==> src/rtl/scara_motion_pkg.sv <==
// Shared types and constants for the SCARA joint motion blocks.
// Soft-limit bounds apply only when SOFT_LIMIT_EN is defined.
package scara_motion_pkg;

    localparam int ANGLE_W = 13;

    typedef logic signed [ANGLE_W-1:0] angle_t;

    typedef logic [2:0] state_t;
    localparam state_t S_IDLE      = 3'd0;
    localparam state_t S_LOAD      = 3'd1;
    localparam state_t S_DIR_SETUP = 3'd2;
    localparam state_t S_STEP_HIGH = 3'd3;
    localparam state_t S_STEP_LOW  = 3'd4;
    localparam state_t S_DONE      = 3'd5;

    localparam angle_t TH1_MIN = -13'sd3000;
    localparam angle_t TH1_MAX =  13'sd3000;
    localparam angle_t TH2_MIN = -13'sd3500;
    localparam angle_t TH2_MAX =  13'sd3500;

    function automatic angle_t clamp_angle(
        input angle_t v,
        input angle_t lo,
        input angle_t hi
    );
        if (v < lo) return lo;
        if (v > hi) return hi;
        return v;
    endfunction

endpackage

==> src/rtl/step_channel.sv <==
// One joint: absolute position, remaining step count, direction
// and step output, driven by load/step/clear strobes from the FSM.
module step_channel
    import scara_motion_pkg::*;
(
    input  logic   clk,
    input  logic   reset,
    input  logic   load_i,
    input  logic   step_i,
    input  logic   clr_i,
    input  angle_t target_i,
    output angle_t pos_o,
    output logic   dir_o,
    output logic   step_o,
    output logic   active_o,
    output logic   mag_zero_o
);

    angle_t               pos_q, pos_d;
    logic [ANGLE_W-1:0]   cnt_q, cnt_d;
    logic                 dir_q, dir_d;
    logic                 step_q, step_d;
    logic signed [ANGLE_W:0] delta;
    logic [ANGLE_W-1:0]   mag;

    // 14-bit difference so the full -4096..4095 swing cannot overflow
    always_comb begin
        delta = {target_i[ANGLE_W-1], target_i}
              - {pos_q[ANGLE_W-1], pos_q};
        mag = delta[ANGLE_W] ? ANGLE_W'(-delta)
                             : ANGLE_W'(delta);
    end

    always_comb begin
        pos_d  = pos_q;
        cnt_d  = cnt_q;
        dir_d  = dir_q;
        step_d = step_q;
        if (load_i) begin
            dir_d = ~delta[ANGLE_W];
            cnt_d = mag;
        end else if (step_i && cnt_q != '0) begin
            cnt_d  = cnt_q - 1'b1;
            pos_d  = dir_q ? pos_q + angle_t'(1)
                           : pos_q - angle_t'(1);
            step_d = 1'b1;
        end
        if (clr_i) step_d = 1'b0;
    end

    always_ff @(posedge clk or posedge reset) begin
        if (reset) begin
            pos_q  <= '0;
            cnt_q  <= '0;
            dir_q  <= 1'b0;
            step_q <= 1'b0;
        end else begin
            pos_q  <= pos_d;
            cnt_q  <= cnt_d;
            dir_q  <= dir_d;
            step_q <= step_d;
        end
    end

    assign pos_o      = pos_q;
    assign dir_o      = dir_q;
    assign step_o     = step_q;
    assign active_o   = (cnt_q != '0);
    assign mag_zero_o = (mag == '0);

endmodule

==> src/rtl/joint_step_generator.sv <==
// Two-joint step/dir generator with shared slot timer and FSM.
// Define SOFT_LIMIT_EN to clamp targets to the package bounds.
module joint_step_generator
    import scara_motion_pkg::*;
#(
    parameter int STEP_PERIOD  = 5000,
    parameter int PULSE_CYCLES = 100,
    parameter int DIR_SETUP    = 50
) (
    input  logic               clk,
    input  logic               reset,
    input  logic               anglesValid,
    input  logic signed [12:0] th1,
    input  logic signed [12:0] th2,
    output logic               step1,
    output logic               step2,
    output logic               dir1,
    output logic               dir2,
    output logic signed [12:0] pos1,
    output logic signed [12:0] pos2,
    output logic               busy,
    output logic               moveDone,
    output logic               overrun,
    output logic               limitHit
);

    localparam int TMAX = (STEP_PERIOD > DIR_SETUP)
                        ? STEP_PERIOD : DIR_SETUP;
    localparam int TW = $clog2(TMAX + 1);
    localparam logic [TW-1:0] T_DIR  = TW'(DIR_SETUP - 1);
    localparam logic [TW-1:0] T_HIGH = TW'(PULSE_CYCLES - 1);
    localparam logic [TW-1:0] T_LOW  =
        TW'(STEP_PERIOD - PULSE_CYCLES - 1);

    state_t          state_q, state_d;
    logic [TW-1:0]   timer_q, timer_d;
    logic            av_q, av_prev_q;
    angle_t          tgt1_q, tgt1_d, tgt2_q, tgt2_d;
    angle_t          eff1, eff2;
    logic            overrun_q, limit_q;
    logic            edge_w, clamp_hit;
    logic            load_w, step_w, clr_w;
    logic            act1, act2, zero1, zero2;

    assign edge_w = av_q & ~av_prev_q;

`ifdef SOFT_LIMIT_EN
    assign eff1 = clamp_angle(tgt1_q, TH1_MIN, TH1_MAX);
    assign eff2 = clamp_angle(tgt2_q, TH2_MIN, TH2_MAX);
    assign clamp_hit = (eff1 != tgt1_q) | (eff2 != tgt2_q);
`else
    assign eff1 = tgt1_q;
    assign eff2 = tgt2_q;
    assign clamp_hit = 1'b0;
`endif

    always_comb begin
        state_d = state_q;
        load_w  = 1'b0;
        step_w  = 1'b0;
        clr_w   = 1'b0;
        case (state_q)
            S_IDLE: begin
                if (edge_w) state_d = S_LOAD;
            end
            S_LOAD: begin
                load_w  = 1'b1;
                state_d = (zero1 && zero2) ? S_DONE
                                           : S_DIR_SETUP;
            end
            S_DIR_SETUP: begin
                if (timer_q == T_DIR) begin
                    state_d = S_STEP_HIGH;
                    step_w  = 1'b1;
                end
            end
            S_STEP_HIGH: begin
                if (timer_q == T_HIGH) begin
                    state_d = S_STEP_LOW;
                    clr_w   = 1'b1;
                end
            end
            S_STEP_LOW: begin
                if (timer_q == T_LOW) begin
                    if (act1 || act2) begin
                        state_d = S_STEP_HIGH;
                        step_w  = 1'b1;
                    end else begin
                        state_d = S_DONE;
                    end
                end
            end
            S_DONE:  state_d = S_IDLE;
            default: state_d = S_IDLE;
        endcase
    end

    // Timer restarts on every state change, so it counts cycles-in-state
    always_comb begin
        if (state_d != state_q || state_q == S_IDLE)
            timer_d = '0;
        else
            timer_d = timer_q + 1'b1;
    end

    always_comb begin
        tgt1_d = tgt1_q;
        tgt2_d = tgt2_q;
        if (state_q == S_IDLE && edge_w) begin
            tgt1_d = th1;
            tgt2_d = th2;
        end
    end

    always_ff @(posedge clk or posedge reset) begin
        if (reset) begin
            state_q   <= S_IDLE;
            timer_q   <= '0;
            av_q      <= 1'b0;
            av_prev_q <= 1'b0;
            tgt1_q    <= '0;
            tgt2_q    <= '0;
            overrun_q <= 1'b0;
            limit_q   <= 1'b0;
        end else begin
            state_q   <= state_d;
            timer_q   <= timer_d;
            av_q      <= anglesValid;
            av_prev_q <= av_q;
            tgt1_q    <= tgt1_d;
            tgt2_q    <= tgt2_d;
            overrun_q <= overrun_q
                       | (edge_w & (state_q != S_IDLE));
            limit_q   <= limit_q
                       | ((state_q == S_LOAD) & clamp_hit);
        end
    end

    step_channel u_ch1 (
        .clk        (clk),
        .reset      (reset),
        .load_i     (load_w),
        .step_i     (step_w),
        .clr_i      (clr_w),
        .target_i   (eff1),
        .pos_o      (pos1),
        .dir_o      (dir1),
        .step_o     (step1),
        .active_o   (act1),
        .mag_zero_o (zero1)
    );

    step_channel u_ch2 (
        .clk        (clk),
        .reset      (reset),
        .load_i     (load_w),
        .step_i     (step_w),
        .clr_i      (clr_w),
        .target_i   (eff2),
        .pos_o      (pos2),
        .dir_o      (dir2),
        .step_o     (step2),
        .active_o   (act2),
        .mag_zero_o (zero2)
    );

    assign busy = (state_q == S_LOAD)
               || (state_q == S_DIR_SETUP)
               || (state_q == S_STEP_HIGH)
               || (state_q == S_STEP_LOW);
    assign moveDone = (state_q == S_DONE);
    assign overrun  = overrun_q;
    assign limitHit = limit_q;

endmodule

==> config.mk <==
export PLATFORM = sky130hd
export DESIGN_NAME = joint_step_generator
export DESIGN_NICKNAME = d
export VERILOG_FILES = /design/src/rtl/scara_motion_pkg.sv /design/src/rtl/step_channel.sv /design/src/rtl/joint_step_generator.sv
export SDC_FILE = /design/constraint.sdc
export NUM_CORES = 1
export LEC_CHECK = 0
export CORE_MARGIN = 2
export CORE_UTILIZATION = 40
export DETAILED_ROUTE_END_ITERATION = 12
export GPL_ROUTABILITY_DRIVEN = 0
export PLACE_DENSITY_LB_ADDON = 0.3
export SYNTH_ARGS = -nofsm -noshare
export SYNTH_HDL_FRONTEND = slang
export SYNTH_SLANG_ARGS = --single-unit
==> constraint.sdc <==
create_clock -name clk -period 4 [get_ports clk]
set_input_delay 0.8 -clock clk [delete_from_list [all_inputs] [get_ports clk]]
set_output_delay 0.8 -clock clk [all_outputs]
set_load 0.03 [all_outputs]
==> results of run 1 <==
[final timing paths]
check,start,endpoint,slack (ns),cells after the start
max,u_ch1.pos_o[0],state_q[1],0.22,12
min,av_q,av_prev_q,0.38,0
max reg2reg,u_ch1.pos_o[0],state_q[1],0.22,12
min reg2reg,av_q,av_prev_q,0.38,0
max in group asynchronous,reset,eff1[12],2.15,3
min in group asynchronous,reset,timer_q[5],1.04,2
[cell families after synthesis]
group | Yosys count | share of synthesized area (%)
compound gates | 230 | 20.1
xor+xnor | 80 | 9.16
fa+ha+maj | 57 | 9.52
buf+inv | 75 | 3.92
flops | 101 | 32.4
mux | 32 | 4.57
other cells | 1 | 0.0480
simple gates | 314 | 20.3
[worst register-to-register path, stage by stage (launching register included)]
cell	delay, ns
dfrtp_1	0.45
ha_1	0.27
fa_1	0.41
nand2b_1	0.23
a21oi_2	0.21
xnor2_1	0.25
o2111ai_2	0.25
or4_4	0.53
o31ai_2	0.21
xnor2_1	0.15
a2111oi_4	0.24
nand4_1	0.16
a211o_1	0.31
[layout make-up]
class	instances	area, µm²	share of cell area, %
multi-input cells	714	4990	55.2
well taps	265	332	3.67
flip-flops and latches	101	2530	28.0
repair buffers	72	693	7.67
clock buffers	13	270	2.99
clock inverters	3	42.5	0.470
inverters	48	183	2.02
[flip-flops by register name, summed over array words and instances (netlist names)]
name,cells
u_ch1.cnt_q,13
u_ch2.step_o,1
timer_q,13
av_q,1
overrun,1
u_ch1.pos_o,13
u_ch1.dir_o,1
state_q,3
u_ch2.cnt_q,13
av_prev_q,1
eff1,13
eff2,13
u_ch2.pos_o,13
u_ch1.step_o,1
u_ch2.dir_o,1
[cell usage in the layout (no fill, tap or decap), types with 4 or more instances in the layout]
cell type and count:
a211o_1 4, a211oi_1 7, a21o_1 19, a21oi_1 46, a31oi_1 8, and2_1 5
and3_1 13, buf_4 11, clkbuf_16 9, clkdlybuf4s50_1 61, dfrtp_1 101, fa_1 4
ha_1 53, inv_1 47, mux2_2 29, nand2_1 76, nand2b_1 16, nand3_1 20
nand3b_1 5, nand4_1 13, nor2_1 82, nor2b_1 10, nor3_1 25, nor4_1 11
o211ai_1 11, o21a_1 12, o21ai_0 53, o21ai_1 6, o21bai_1 8, o311ai_0 4
o31a_1 5, o31ai_1 4, o41ai_1 4, or2_2 4, or3_1 9, or4_1 5
xnor2_1 45, xor2_1 33
[timing repair]
item | CTS | global route
gates resized for setup | 0 | 3
setup endpoints to repair | 0 | 1
setup buffers | 0 | 0
[per-stage QoR]
| step | area, µm² | power [mW] | worst slack, ns |
|---|---|---|---|
| 2_1_floorplan | 7810 | 5.39 | 0.360 |
| 3_3_place_gp | 8720 | 6.49 | 0.276 |
| 3_5_place_dp | 8720 | 6.56 | 0.175 |
| 4_1_cts | 9030 | 7.54 | 0.153 |
| 5_1_grt | 9040 | 8.23 | 0.0000804 |
| 6_report | 9040 | 7.53 | 0.221 |
[power by group through the flow]
stage	Clock (mW)	Combinational [mW]	Sequential (mW)
global placement	0	4.82	1.67
finish	0.940	4.94	1.66
CTS	0.966	4.91	1.66
detailed placement	0	4.89	1.67
floorplan	0	3.57	1.82
global route	1.01	5.50	1.72
[layer usage]
layer	GRT usage, %	wire, µm	vias up
met5	0	0	-
met4	5.47	235	0
met3	2.80	579	17
met2	28.9	8150	118
met1	26.8	9230	3173
li1	-	-	3340
==> impl_results.md, run 1 <==
* Syn Nets at 976
* Vias in the first global route at 6275
* P_int at 3.94 mW
* CP max FO at 5
* Max Clock Skew at 0.0106 ns
* Fraction of layout cells with a size suffix above 1 at 8.52%
* Post-DP HPWL at 13.6 mm
* DRT iter0 DRCs at 405
* # diodes at 0
* Clock share of power at 12.5%
* Cells after DPL at 1200
* Distinct cells, synth at 83
* Initial antenna violation count at 0
* Max incr delay on CP at 0.53 ns
* Logic pwr share at 65.5%
* Synthesized area at 7810 µm²
* Clock-pin slew on the worst setup and hold paths at 0.07 ns
* Die area at 20700 µm²
* Top cell type by total area after synthesis: dfrtp_1
* Post-synth top area share at 32.4%
* Setup violators final at 0
* RSZ-0062 raised after global routing: false
* Yosys warning total at 0
* Max Buffers Root-to-Sink at 2
* Final hold vios at 0
* Yosys reg bits at 101
* Sequential power share at 22.0%
* Max-cap viol count at 0
* DRC at 0
* GR Util All Layers at 18.6%
* Crit path top cell by count: xnor2_1
* Sequential-to-total area share from yosys stat at 32.4%
* Clock sinks at 101
* Crit-path cells: ha_1 > fa_1 > nand2b_1 > a21oi_2 > xnor2_1 > o2111ai_2 > or4_4 > o31ai_2 > xnor2_1 > a2111oi_4 > nand4_1 > a211o_1
* Worst slew margin relative to its limit at 33.5%
* CP Launch Type: flop
* Post-synth ARST share at 100%
* Min Hold Slack at 0.382 ns
* Slowest cell on the critical path: or4_4
* Area Overhead vs Synth at 15.8%
* # fillers at 1836
* Largest net degree at the start of global routing at 79
* Most common cell in the netlist: dfrtp_1
* Vias per cell at 5.47
* H-tree depth at 3
* Final Max Slew Viols at 0
* Pwr Density at 833 nW/µm²
* Critical Path RT at 4.24 ns
* Routed len/inst at 15.0 µm
* Post-layout min period at 3.78 ns
* CTS Buf Count at 9
* Peak supply drop at 0.298 mV
* Buffer and inverter count on the worst path at 0
* Post-synth EDFFs at 0
* Routed wire length at 18.2 mm
* Vias at 6648
* Fin crit share at 94.5%
* Cell Count, Final, Fillers Out at 1216
* Fin Setup TNS at 0 ns
* Fmax at 265 MHz
* Core ar. at 19300 µm²
* Nets at 1032
* GRT overflow at 0
* Top FF cell, synth: dfrtp_1
* Die height at 144 µm
* Sw Share at 47.8%
* Site Rows at 51
* Final core utilization at 46.8%
* Worst skew pair latency at 0.36 ns
* Arr. time, crit path at 4.02 ns
* Worst-Margin Slew at 0.997 ns
* I/O Pins at 63
* P_leak at 3.71 nW
* Post-synthesis cell count at 890
* CTS root buf: clkbuf_16
* Hold-fix buffers, CTS at 0
* Initial Util at 40.4%
* Crit end category: flop
* Kind of critical path: flop to flop
* HP Class: flop to flop
* Top post-synthesis cells by count: dfrtp_1, nor2_1, nand2_1, ha_1, o21ai_0
* Sw power at 3.60 mW
* Synth top area cells: dfrtp_1, ha_1, xnor2_1, mux2_2, nor2_1
* Post-DRT Antenna Nets at 0
* CP delay by family, top: compound AO/OA/AOI/OAI gates
* CTS tree: yes
* Status: finished, final reports clean
* DRT Pass-1 Iters at 5
* IO Port Bufs at 61
* Syn avg cell area at 8.78 µm²
* Die width at 144 µm
* First-pass GRT wire length at 31.0 mm
Power figures use the tool's default switching activity.
==> run 2: changes to the inputs <==
- CORE_UTILIZATION: 40 -> 60
==> impl_results.md, run 2 (synthesis results as in run 1) <==
* Status: finished, final reports clean (unchanged)
* H-tree depth at 3 (unchanged)
* CP max FO at 5 (unchanged)
* Fmax at 264 MHz (was 265 MHz)
* Post-DRT Antenna Nets at 0 (unchanged)
* Kind of critical path: flop to flop (unchanged)
* Area Overhead vs Synth at 13.9% (was 15.8%)
* Pre-CTS setup slack at 0.126 ns (was 0.175 ns)
* Vias per cell at 5.96 (was 5.47)
* Most frequent cells in the layout: dfrtp_1, nor2_1, nand2_1, clkdlybuf4s50_1 (unchanged)
* P_leak at 3.69 nW (was 3.71 nW)
* M1 GR Usage at 37.6% (was 26.8%)
* Max-cap viol count at 0 (unchanged)
* DRT iter0 DRCs at 501 (was 405)
* PostCTS Resize Cnt at 0 (unchanged)
* Top Usage Layer GRT: met2 (unchanged)
* IO Port Bufs at 61 (unchanged)
* Hold-fix buffers, CTS at 0 (unchanged)
* Critical Path RT at 4.24 ns (about the same)
* CTS Buf Count at 9 (unchanged)
* Worst-Margin Slew at 0.948 ns (was 0.997 ns)
* Postcts setup bufs at 0 (unchanged)
* Die width at 118 µm (was 144 µm)
* Worst skew pair latency at 0.36 ns (about the same)
* Pwr Density at 844 nW/µm² (was 833 nW/µm²)
* Initial Util at 61.6% (was 40.4%)
* DRC at 0 (unchanged)
* Final instance area at 8890 µm² (was 9040 µm²)
* Final Max Slew Viols at 0 (unchanged)
* Post-layout min period at 3.78 ns (about the same)
* Final core utilization at 70.2% (was 46.8%)
* Fin Setup TNS at 0 ns (unchanged)
* Max Clock Skew at 0.00484 ns (was 0.0106 ns)
* Vias at 6677 (was 6648)
* Crit-path cells: ha_1 > fa_1 > nand2b_1 > a21o_1 > a21boi_1 > o2111ai_2 > or4_4 > o31ai_2 > xnor2_1 > a2111oi_4 > nand4_1 > a211o_1 (was ha_1 > fa_1 > nand2b_1 > a21oi_2 > xnor2_1 > o2111ai_2 > or4_4 > o31ai_2 > xnor2_1 > a2111oi_4 > nand4_1 > a211o_1)
* Nets at 1029 (was 1032)
* Initial antenna violation count at 0 (unchanged)
* DP Area at 8590 µm² (was 8720 µm²)
* # fillers at 1024 (was 1836)
* Cells after DPL at 1104 (was 1200)
* Max incr delay on CP at 0.52 ns (was 0.53 ns)
* RSZ-0062 raised after global routing: false (unchanged)
* Met2 global-route usage at 40.9% (was 28.9%)
* Die height at 118 µm (was 144 µm)
* I/O Pins at 63 (unchanged)
* Post-DP HPWL at 13.1 mm (was 13.6 mm)
* Clock sinks at 101 (unchanged)
* Routed len/inst at 15.7 µm (was 15.0 µm)
* Crit end category: flop (unchanged)
* Arr. time, crit path at 4.03 ns (was 4.02 ns)
* Max Buffers Root-to-Sink at 2 (unchanged)
* DRT Pass-1 Iters at 5 (unchanged)
* Routed wire length at 17.6 mm (was 18.2 mm)
* GRT overflow at 0 (unchanged)
* Setup violators final at 0 (unchanged)
* HP Class: flop to flop (unchanged)
* Peak supply drop at 0.535 mV (was 0.298 mV)
* CTS tree: yes (unchanged)
* First-pass GRT wire length at 30.4 mm (was 31.0 mm)
* Commonest non-fill, non-tap cell in the layout: dfrtp_1 (unchanged)
* Post-layout worst setup margin at 0.215 ns (was 0.221 ns)
* CP Launch Type: flop (unchanged)
* GRT met3 Usage at 5.33% (was 2.80%)
* Cell Count, Final, Fillers Out at 1120 (was 1216)
* Worst slew margin relative to its limit at 36.7% (was 33.5%)
* GR Util All Layers at 26.4% (was 18.6%)
* Die area at 13900 µm² (was 20700 µm²)
* Fraction of layout cells with a size suffix above 1 at 8.12% (was 8.52%)
* CTS root buf: clkbuf_16 (unchanged)
* Slowest cell on the critical path: or4_4 (unchanged)
* Clock-pin slew on the worst setup and hold paths at 0.07 ns (about the same)
* # diodes at 0 (unchanged)
* Largest net degree at the start of global routing at 64 (was 79)
* Core ar. at 12700 µm² (was 19300 µm²)
* Fin crit share at 94.6% (was 94.5%)
* Final hold vios at 0 (unchanged)
* Site Rows at 41 (was 51)
* Vias in the first global route at 6311 (was 6275)
run 2: layer usage:
layer	wire length, µm	vias up
li1	-	3333
met1	8430	3134
met2	7960	189
met3	908	21
met4	289	0
met5	0	-
run 2: power breakdown:
group,total [mW],switching (mW),internal [mW]
clock,0.849,0.392,0.457
combinational,5.00,2.93,2.07
sequential,1.66,0.334,1.32
total,7.51,3.65,3.85
run 2: final timing paths:
kind	startpoint	end	slack, ns	depth (start not counted)
min	av_q	av_prev_q	0.38	0
min reg2reg	av_q	av_prev_q	0.38	0
max in group asynchronous	reset	eff1[8]	2.37	3
max	u_ch1.pos_o[0]	state_q[1]	0.22	12
max reg2reg	u_ch1.pos_o[0]	state_q[1]	0.22	12
min in group asynchronous	reset	u_ch2.cnt_q[3]	0.94	2
run 2: area by class of cell:
type                       count  area [µm²]  share of cell area [%]
tap                          172         215                    2.42
clock inverter                 3        18.8                   0.211
sequential                   101        2530                    28.4
clock buffer                  13         260                    2.93
multi-input combinational    714        5010                    56.3
timing repair buffer          69         683                    7.68
inverter                      48         183                    2.05
run 2: per-stage QoR:
| step | total power [mW] | hold WS, ns |
|---|---|---|
| floorplan | 5.39 | 0.355 |
| global placement | 6.41 | 0.367 |
| detailed placement | 6.55 | 0.369 |
| CTS | 7.43 | 0.383 |
| global route | 8.12 | 0.384 |
| finish | 7.51 | 0.378 |
run 2: worst max-delay path, delay by kind of cell (launching register included):
kind / cells / cell delay [ns]
xor+xnor: 1 / 0.15
compound gates: 6 / 1.49
simple gates: 3 / 0.89
flops: 1 / 0.45
fa+ha+maj: 2 / 0.67
